File: config.mk
export PLATFORM = sky130hd
export DESIGN_NAME = nios2_nios2_qsys_oci_dct_packer
export DESIGN_NICKNAME = d
export VERILOG_FILES = /design/src/rtl/nios2_oci_dct_pkg.sv /design/src/rtl/nios2_oci_dct_hold.sv /design/src/rtl/nios2_nios2_qsys_oci_dct_packer.sv
export SDC_FILE = /design/constraint.sdc
export NUM_CORES = 1
export LEC_CHECK = 0
export CAP_MARGIN = 0
export CORE_AREA = 3 3 131 83
export CTS_CLUSTER_SIZE = 28
export DETAILED_ROUTE_END_ITERATION = 8
export DIE_AREA = 0 0 134 86
export PLACE_DENSITY_LB_ADDON = 0.25
export SETUP_SLACK_MARGIN = 0.02
export SYNTH_ARGS = -nofsm -noshare
export SYNTH_HDL_FRONTEND = slang
export SYNTH_SLANG_ARGS = --single-unit
File: constraint.sdc
create_clock -name clk -period 2.65 [get_ports clk]
set_input_delay 0.795 -clock clk [delete_from_list [all_inputs] [get_ports clk]]
set_output_delay 0.795 -clock clk [all_outputs]
set_load 0.02 [all_outputs]
File: src/rtl/nios2_oci_dct_pkg.sv
// Shared constants, FSM state type and slot-write helper for the DCT trace packer.
package nios2_oci_dct_pkg;
  localparam int unsigned SYM_W     = 2;
  localparam int unsigned NUM_SYMS  = 15;
  localparam int unsigned DCT_BUF_W = SYM_W * NUM_SYMS;
  localparam int unsigned DCT_CNT_W = 4;

  typedef enum logic [1:0] {ACCUM, ENDING, ENDED} dct_state_e;

  // Returns buffer b with symbol s written into slot number slot.
  function automatic logic [DCT_BUF_W-1:0] put_sym(input logic [DCT_BUF_W-1:0] b,
                                                   input logic [DCT_CNT_W-1:0] slot,
                                                   input logic [SYM_W-1:0]     s);
    logic [DCT_BUF_W-1:0] r;
    r = b;
    r[int'(slot) * SYM_W +: SYM_W] = s;
    return r;
  endfunction
endpackage

File: src/rtl/nios2_oci_dct_hold.sv
// Single-entry valid/ready holding register for completed DCT frames.
module nios2_oci_dct_hold
  import nios2_oci_dct_pkg::*;
(
  input  logic                 clk,
  input  logic                 reset,
  input  logic                 push,
  input  logic [DCT_BUF_W-1:0] push_data,
  input  logic [DCT_CNT_W-1:0] push_count,
  input  logic                 frame_ready,
  output logic                 frame_valid,
  output logic [DCT_BUF_W-1:0] frame_data,
  output logic [DCT_CNT_W-1:0] frame_count,
  output logic                 hold_free
);
  logic                 valid_q, valid_d;
  logic [DCT_BUF_W-1:0] data_q, data_d;
  logic [DCT_CNT_W-1:0] count_q, count_d;

  assign hold_free   = !valid_q || frame_ready;
  assign frame_valid = valid_q;
  assign frame_data  = data_q;
  assign frame_count = count_q;

  always_comb begin
    valid_d = valid_q;
    data_d  = data_q;
    count_d = count_q;
    if (push) begin
      valid_d = 1'b1;
      data_d  = push_data;
      count_d = push_count;
    end else if (valid_q && frame_ready) begin
      valid_d = 1'b0;
      data_d  = '0;
      count_d = '0;
    end
  end

  always_ff @(posedge clk) begin
    if (reset) begin
      valid_q <= 1'b0;
      data_q  <= '0;
      count_q <= '0;
    end else begin
      valid_q <= valid_d;
      data_q  <= data_d;
      count_q <= count_d;
    end
  end
endmodule

File: src/rtl/nios2_nios2_qsys_oci_dct_packer.sv
// Packs 2-bit DCT trace symbols into 15-slot frames, handles flush, drops and end-of-test drain.
module nios2_nios2_qsys_oci_dct_packer
  import nios2_oci_dct_pkg::*;
#(
  parameter int unsigned DROP_W = 8
) (
  input  logic                 clk,
  input  logic                 reset,
  input  logic                 sym_valid,
  input  logic [SYM_W-1:0]     sym,
  input  logic                 flush,
  input  logic                 test_ending,
  input  logic                 frame_ready,
  output logic                 frame_valid,
  output logic [DCT_BUF_W-1:0] frame_data,
  output logic [DCT_CNT_W-1:0] frame_count,
  output logic [DCT_BUF_W-1:0] dct_buffer,
  output logic [DCT_CNT_W-1:0] dct_count,
  output logic [DROP_W-1:0]    drop_count,
  output logic                 test_has_ended
);
  localparam logic [DCT_CNT_W-1:0] FULL = DCT_CNT_W'(NUM_SYMS);

  dct_state_e           state_q, state_d;
  logic [DCT_BUF_W-1:0] acc_q, acc_d, acc_app;
  logic [DCT_CNT_W-1:0] cnt_q, cnt_d, cnt_app;
  logic [DROP_W-1:0]    drop_q, drop_d;
  logic                 flush_pend_q, flush_pend_d, fp_any;
  logic                 ended_q, ended_d;
  logic                 push, ovf_push, hold_free;
  logic [DCT_BUF_W-1:0] push_data;
  logic [DCT_CNT_W-1:0] push_count;

  nios2_oci_dct_hold u_hold (
    .clk        (clk),
    .reset      (reset),
    .push       (push),
    .push_data  (push_data),
    .push_count (push_count),
    .frame_ready(frame_ready),
    .frame_valid(frame_valid),
    .frame_data (frame_data),
    .frame_count(frame_count),
    .hold_free  (hold_free)
  );

  always_comb begin
    acc_app    = acc_q;
    cnt_app    = cnt_q;
    drop_d     = drop_q;
    push       = 1'b0;
    ovf_push   = 1'b0;
    push_data  = '0;
    push_count = '0;
    state_d    = state_q;
    ended_d    = ended_q;

    if (sym_valid && state_q == ACCUM) begin
      if (cnt_q != FULL) begin
        acc_app = put_sym(acc_q, cnt_q, sym);
        cnt_app = cnt_q + DCT_CNT_W'(1);
      end else if (hold_free) begin
        push       = 1'b1;
        ovf_push   = 1'b1;
        push_data  = acc_q;
        push_count = cnt_q;
        acc_app    = put_sym('0, '0, sym);
        cnt_app    = DCT_CNT_W'(1);
      end else if (drop_q != '1) begin
        drop_d = drop_q + DROP_W'(1);
      end
    end

    // Flush and auto-push look at the post-append buffer; an overflow push
    // already used the holding register, so a pending flush waits a cycle.
    fp_any       = flush_pend_q || flush || (state_q == ACCUM && test_ending);
    acc_d        = acc_app;
    cnt_d        = cnt_app;
    flush_pend_d = fp_any;
    if (state_q != ENDED && !ovf_push && hold_free && cnt_app != '0 &&
        (cnt_app == FULL || fp_any)) begin
      push         = 1'b1;
      push_data    = acc_app;
      push_count   = cnt_app;
      acc_d        = '0;
      cnt_d        = '0;
      flush_pend_d = 1'b0;
    end else if (cnt_app == '0) begin
      flush_pend_d = 1'b0;
    end

    case (state_q)
      ACCUM:  if (test_ending) state_d = ENDING;
      ENDING: if (cnt_q == '0 && !flush_pend_q && hold_free) begin
        state_d = ENDED;
        ended_d = 1'b1;
      end
      default: state_d = ENDED;
    endcase
  end

  always_ff @(posedge clk) begin
    if (reset) begin
      state_q      <= ACCUM;
      acc_q        <= '0;
      cnt_q        <= '0;
      drop_q       <= '0;
      flush_pend_q <= 1'b0;
      ended_q      <= 1'b0;
    end else begin
      state_q      <= state_d;
      acc_q        <= acc_d;
      cnt_q        <= cnt_d;
      drop_q       <= drop_d;
      flush_pend_q <= flush_pend_d;
      ended_q      <= ended_d;
    end
  end

  assign dct_buffer     = acc_q;
  assign dct_count      = cnt_q;
  assign drop_count     = drop_q;
  assign test_has_ended = ended_q;
endmodule
==> results.txt <==
Min-delay src: u_hold.frame_data[0]
Vias per Instance: 5.990
Maximum clock rate: 0.3903 GHz
Worst-path clk slew: 0.06 ns
Clock tree buffer depth: 2
Final setup viols: 0
IO buf count: 85
CTS Buf Count: 9
Worst R2R Setup Slack: 0.11 ns
WP data arrival: 2.79 ns
RSZ-0062 raised after global routing: true
Endpoint, Worst Hold: u_hold.frame_data[0]
Synth Warn #: 0
Critical-path cell list: dlygate4sd2_1 > nor2b_4 > a21oi_2 > o221a_4 > o32a_4 > o21ai_4 > buf_4 > buf_12 > nor2_1
Status: completed
TritonCTS clock tree: done
Sw Pwr: 1.530 mW
Avg Cell Area, Syn: 8.740 µm²
First-pass GRT wire length: 25.16 mm
Initial core utilization: 0.4773
Ratio of cells with drive above 1 in the final layout: 0.2601
Tmin final: 2.562 ns
EDFF count, synth: 0
Unique masters post-synth: 76
Commonest non-fill, non-tap cell in the layout: buf_4
Post-detailed-route count of antenna-violating nets: 0
Capturing point of the worst reg2reg path: u_hold.frame_data[22]
Max VDD drop: 0.0004367 V
Die H: 86 µm
Syn Inst Count: 530
Nets@finish: 705
Pwr/cell area: 670.2 nW/µm²
Critical path class: in -> reg
Flop pwr share: 0.310
Data required, critical path: 2.88 ns
Vias post-DR: 4978
Initial antenna violation count: 0
Overflow after GRT: 0
Slew at the pin closest to its max-slew limit: 0.6427 ns
FF+latch area: 1625 µm²
Post-Syn Nets: 544
Vias in the first global route: 4853
Critical Path End Type: register
GPL Wtd Cong: 0.8970
Worst hold path type: reg -> reg
Post-Syn Area: 4632 µm²
Fill cell count: 768
Slowest stage cell, crit path: o32a_4
Skew final: 0.004563 ns
Residual DRC: 0
Multi-input gate area: 2740 µm²
P&R area growth vs syn: 45.62%
DR iter-0 viols: 411
Max-cap viol count: 0
Post-synthesis sequential area ratio: 0.3501
RR Startpoint: dct_count[0]
Slew Viols, Final: 0
Most frequent cells in the layout: buf_4 (94), clkdlybuf4s50_1 (82), dfxtp_1 (80), nor2_1 (71), nand2_1 (43)
I/O pin cnt: 86
Max Fanout on Critical Path: 14
Async set-reset flop share out of synthesis: 0
Hold Path Stages: 2
Final HPWL DP: 10.85 mm
Number of clock sinks: 81
Placed instance area: 6228 µm²
CTS hold repair buffers: 0
CTS H-tree lvls: 3
Largest net degree at the start of global routing: 34
Largest stage delay, worst path: 0.47 ns
Root Driver: clkbuf_16
Internal Dissipation: 2.991 mW
Die footprint: 11520 µm²
Comb pwr share: 0.363
Core box area: 9704 µm²
R2R cell count: 11
Total leakage power: 2.338 nW
CP startpoint kind: primary input
Final period utilization: 0.9667
Diode count: 0
Per-cell routed wire length: 18.68 µm
Clk pwr share: 0.326
Overall Global Routing Usage: 0.2695
Sw frac: 0.3384
Yosys reg bits: 81
Clock Latency Late Sink: 0.34 ns
Final Hold Viols: 0
Chip width: 134 µm
Max_slew headroom: 0.5715
# rows: 28
DR pass1 iterations: 5
TNS Setup: 0 ns
Synth Flop Type: dfxtp_1
Total Wirelength: 15.52 mm
Design area: 6745 µm²
[power groups by stage]
| stage | clock network, mW | registers (mW) | logic (mW) |
|---|---|---|---|
| 2_1_floorplan | 0 | 1.50 | 0.806 |
| 3_5_place_dp | 0 | 1.42 | 1.49 |
| 3_3_place_gp | 0 | 1.42 | 1.46 |
| 4_1_cts | 1.48 | 1.40 | 1.60 |
| 6_report | 1.47 | 1.40 | 1.64 |
| 5_1_grt | 1.53 | 1.41 | 1.73 |
[layer usage]
metal,part of all wire,global-route usage,vias up
met3,0.084,0.05569,25
met2,0.44,0.4329,255
li1,-,-,2327
met1,0.46,0.3745,2371
met4,0.015,0.06256,0
met5,0,0,-
[cells in the mapped netlist, types with 3 or more instances]
| library cell | count | area share |
|---|---|---|
| dfxtp_1 | 81 | 0.35 |
| nor2_1 | 71 | 0.058 |
| nand2_1 | 43 | 0.035 |
| a31oi_1 | 35 | 0.047 |
| nand3_1 | 21 | 0.023 |
| o211ai_2 | 20 | 0.054 |
| o211ai_1 | 17 | 0.028 |
| clkbuf_1 | 16 | 0.013 |
| a21boi_0 | 14 | 0.023 |
| a21oi_1 | 14 | 0.015 |
| nand4_1 | 14 | 0.019 |
| o31ai_1 | 14 | 0.023 |
| a32oi_1 | 12 | 0.023 |
| nor3_1 | 12 | 0.013 |
| o21ai_0 | 11 | 0.012 |
| buf_2 | 10 | 0.011 |
| inv_1 | 10 | 0.0081 |
| and2_1 | 8 | 0.011 |
| ha_1 | 6 | 0.016 |
| nand2b_1 | 6 | 0.0081 |
| a211o_1 | 5 | 0.0095 |
| a21oi_2 | 5 | 0.0095 |
| buf_4 | 5 | 0.0081 |
| clkbuf_8 | 5 | 0.015 |
| and3_1 | 4 | 0.0054 |
| nor2b_1 | 4 | 0.0054 |
| xor2_1 | 4 | 0.0076 |
| buf_12 | 3 | 0.013 |
| buf_6 | 3 | 0.0073 |
| mux2i_1 | 3 | 0.0065 |
[sequential cells by signal, summed over array words and instances (netlist names)]
name                flops
dct_buffer             30
dct_count               4
drop_count              8
flush_pend_q            1
state_q                 2
test_has_ended          1
u_hold.frame_count      4
u_hold.frame_data      30
u_hold.frame_valid      1
[final cells by class]
type / count / share of cell area
clock buffer: 10 / 0.03543
multi-input combinational: 397 / 0.4062
inverter: 10 / 0.005565
tap: 135 / 0.02504
clock inverter: 6 / 0.01688
sequential: 81 / 0.2410
timing repair buffer: 192 / 0.2699
[timing repair]
item / 4_1_cts / 5_1_grt
endpoints found under the setup margin: 72 / 62
gates resized for setup: 5 / 10
cloned: 2 / 0
pin swaps: 4 / 5
buffers inserted: 8 / 1
[kinds of logic after synthesis]
family | count (synthesis) | synth area share
simple gates | 204 | 0.2237
compound gates | 177 | 0.3163
flops | 81 | 0.3501
buf+inv | 53 | 0.07591
xor+xnor | 6 | 0.01135
fa+ha+maj | 6 | 0.01621
mux | 3 | 0.006483
[worst max-delay path: cells and delay by family]
kind | cells | cell delay [ns]
AO/OA/AOI/OAI | 4 | 1.12
buffers and inverters | 3 | 0.59
AND/OR/NAND/NOR | 2 | 0.28
[worst max path at each step]
stage,slack [ns],endpoint,start
after CTS,0.02,dct_buffer[26],sym_valid
after global placement,-0.58,u_hold.frame_data[11],sym_valid
after detailed placement,-0.72,u_hold.frame_data[2],sym_valid
after global routing,0.002,u_hold.frame_data[7],frame_ready
final,0.09,dct_buffer[29],frame_ready
after floorplan,0.05,u_hold.frame_data[12],dct_count[1]
[metrics by stage]
stage / total power [mW] / utilization / instances / setup WS, ns / hold slack [ns]
global route: 4.674 / 0.6951 / 831 / 0.002231 / 0.4834
finish: 4.520 / 0.6951 / 831 / 0.08817 / 0.4641
floorplan: 2.311 / - / 530 / 0.04767 / 0.5203
global placement: 2.887 / 0.6418 / 804 / -0.5763 / 0.4561
detailed placement: 2.915 / 0.6418 / 804 / -0.7169 / 0.4573
CTS: 4.474 / 0.6907 / 830 / 0.01702 / 0.4682
(Power assumes the default switching activity.)
==> variant (config.mk and constraints unchanged) <==
Make the reset (`reset`) asynchronous in 2 clocked blocks.
--- a/src/rtl/nios2_oci_dct_hold.sv
+++ b/src/rtl/nios2_oci_dct_hold.sv
@@ -39,3 +39,3 @@
 
-  always_ff @(posedge clk) begin
+  always_ff @(posedge clk or posedge reset) begin
     if (reset) begin
--- a/src/rtl/nios2_nios2_qsys_oci_dct_packer.sv
+++ b/src/rtl/nios2_nios2_qsys_oci_dct_packer.sv
@@ -101,3 +101,3 @@
 
-  always_ff @(posedge clk) begin
+  always_ff @(posedge clk or posedge reset) begin
     if (reset) begin
Function: differs if reset is asserted again (counterexample within 4 cycles, from zero or initial values and one cycle with reset high); with reset held inactive, the same outputs for 4 cycles.
==> variant against the original RTL <==
- die area unchanged
- power up 16%
- design area down 5.0%
- count of clock-buffer cells in the layout unchanged
- sequential cell count unchanged
- area after synthesis down 4.6%
- synthesized cell count down 12%
- routed wire length down 6.7%
- worst setup slack worse by 0.0027 ns
- critical path type unchanged
==> variant: results (changes against the original RTL) <==
stage,metric,value,unit,change
clock_tree,clk_path_buf_depth,2,,unchanged
final_layout,n_fill_cell,800,,was 768
synthesis,yosysWarnings,0,,unchanged
final_layout,num_antenna_cells,0,,unchanged
final_layout,drive_gt1_share,21.49,%,was 26.01%
hold_path,hp-class,register to register,,unchanged
pwr,p_leak,2.806,nW,was 2.338 nW
outcome,status,"finished, final reports clean",,unchanged
grt,grt_max_degree,82,,was 34
synthesis,synthAdderAreaFrac,1.982,%,was 1.621%
synthesis,async_flop_share,100.0,%,was 0%
detailed_routing,via_count,4334,,was 4978
pwr,vdd_ir_drop_max,0.4100,mV,was 0.4367 mV
clock_tree,numCtsBuffers,9,,unchanged
grt,grt.total_usage,26.30,%,was 26.95%
hold_path,hold_path_startpoint,test_has_ended,,was u_hold.frame_data[0]
synthesis,synth_mux_area_share,1.728,%,was 0.6483%
timing,tightest_slew,0.6881,ns,was 0.6427 ns
detailed_routing,wirelength,14480,um,was 15520 um
critical_path,r2r_end,u_hold.frame_data[9],,was u_hold.frame_data[22]
timing,skew,0.008715,ns,was 0.004563 ns
critical_path,worstPathArrival,2.81,ns,was 2.79 ns
detailed_routing,drtIter0Drc,371,,was 411
final_layout,fin_nets,629,,was 705
timing,setup_viol,0,,unchanged
hold_path,min_to,test_has_ended,,was u_hold.frame_data[0]
timing,hold_ws,0.5025,ns,was 0.4641 ns
critical_path,r2r_cells,10,,was 11
clock_tree,clk_pin_slew_worst_paths,0.06,ns,about the same
synthesis,synthesis.nets,480,,was 544
critical_path,r2r_slack,0.13,ns,was 0.11 ns
grt,grt_pass1_vias,4446,,was 4853
clock_tree,clk_latency,0.35,ns,
placement,hpwl,10380,um,was 10850 um
placement,gp_congestion,0.9176,,was 0.8970
hold_path,worstHoldPathCells,1,,was 2
grt,antenna_found_initial,0,,unchanged
critical_path,path_max_fanout,8,,was 14
synthesis,seq_area_frac_synth,45.88,%,was 35.01%
synthesis,synth-xor-area-share,1.586,%,was 1.135%
synthesis,synth_compound_area_share,21.78,%,was 31.63%
placement,place_ws,-0.5910,ns,was -0.7169 ns
synthesis,synth_area_leaders,"dfrtp_1 46%, nand2_1 5.0%, nor2_1 3.8%",,"was dfxtp_1 35%, nor2_1 5.8%, o211ai_2 5.4%"
grt,grt_pass1_wl,23920,um,was 25160 um
placement,placed_cell_area,5969,sq um,was 6228 sq um
clock_tree,ctsHtreeMaxLevel,3,,unchanged
critical_path,worstReg2RegStart,dct_count[0],,unchanged
synthesis,synth_top_family_by_area,simple AND/OR/NAND/NOR gates,,was compound AO/OA/AOI/OAI gates
synthesis,ys_top_cells_by_count,"81 x dfrtp_1, 59 x nand2_1, 45 x nor2_1",,"was 81 x dfxtp_1, 71 x nor2_1, 43 x nand2_1"
synthesis,synth.distinct_cells,64,,was 76
==> variant: cell types whose count changed in the layout (fill, tap and decap cells not counted), moves of 16 or more <==
| cell | before | now |
|---|---|---|
| a221o_1 | 0 | 16 |
| a31oi_1 | 35 | 11 |
| buf_4 | 94 | 72 |
| dfrtp_1 | 0 | 78 |
| dfxtp_1 | 80 | 0 |
| nand2_1 | 43 | 59 |
| nor2_1 | 71 | 44 |
| nor2b_1 | 4 | 20 |
| o211ai_2 | 20 | 0 |
==> variant: cell families after synthesis <==
| kind of cell | Yosys count |
|---|---|
| DFF | 81 |
| AOI/OAI and AO/OA | 120 |
| muxes | 7 |
| and+or+nand+nor | 198 |
| xor gates and xnor gates | 8 |
| buffers and inverters | 44 |
| adders and majority gates | 7 |
==> variant: final cells by class <==
class                   count  share of cell area [%]
clock buffers              10                   3.728
well taps                 135                   2.635
multi-input cells         340                   35.04
clock inverters             6                   1.405
flip-flops and latches     81                   31.68
inverters                  13                  0.8198
repair buffers            169                   24.69
==> variant: critical path, stage by stage <==
cell	delay, ns
clkdlybuf4s15_1	0.20
nor3b_4	0.24
buf_12	0.16
o22ai_2	0.10
o211ai_1	0.19
buf_4	0.17
a211oi_4	0.07
buf_6	0.13
nor3_1	0.49
buf_4	0.22
nand2_1	0.05
==> variant: timing repair <==
action                     CTS  global route
setup buffers                4             1
cloned                       1             0
setup endpoints to repair   57            23
resized for setup            8            13
pin swaps                    4             7
==> variant: worst max-delay path by stage <==
stage | from | to | slack [ns]
global placement | sym_valid | u_hold.frame_data[24] | -0.52
global route | sym_valid | u_hold.frame_valid | -0.008
floorplan | sym_valid | u_hold.frame_data[24] | 0.04
finish | sym_valid | u_hold.frame_valid | 0.09
detailed placement | sym_valid | u_hold.frame_data[24] | -0.59
CTS | sym_valid | u_hold.frame_data[24] | 0.02
==> variant: routing by layer <==
| layer | GRT usage, % | part of all wire (%) | vias to the layer above |
|---|---|---|---|
| met2 | 37.75 | 42 | 164 |
| met4 | 7.376 | 1.7 | 0 |
| met3 | 5.393 | 6.4 | 27 |
| met1 | 40.10 | 50 | 2131 |
| li1 | - | - | 2012 |
| met5 | 0 | 0 | - |
==> variant: power breakdown <==
part	total (W)	internal, W	switching [W]
combinational	0.00233	0.00104	0.00129
clock	0.00139	0.000855	0.000539
sequential	0.00150	0.00136	0.000133
==> variant: metrics by stage <==
stage	setup TNS [ns]	power (W)	util (%)	instances
2_1_floorplan	0	0.002707	-	465
3_3_place_gp	-23.32	0.003742	61.51	733
3_5_place_dp	-27.51	0.003750	61.51	733
4_1_cts	0	0.005156	65.46	754
5_1_grt	-0.008138	0.005486	66.05	754
6_report	0	0.005221	66.05	754
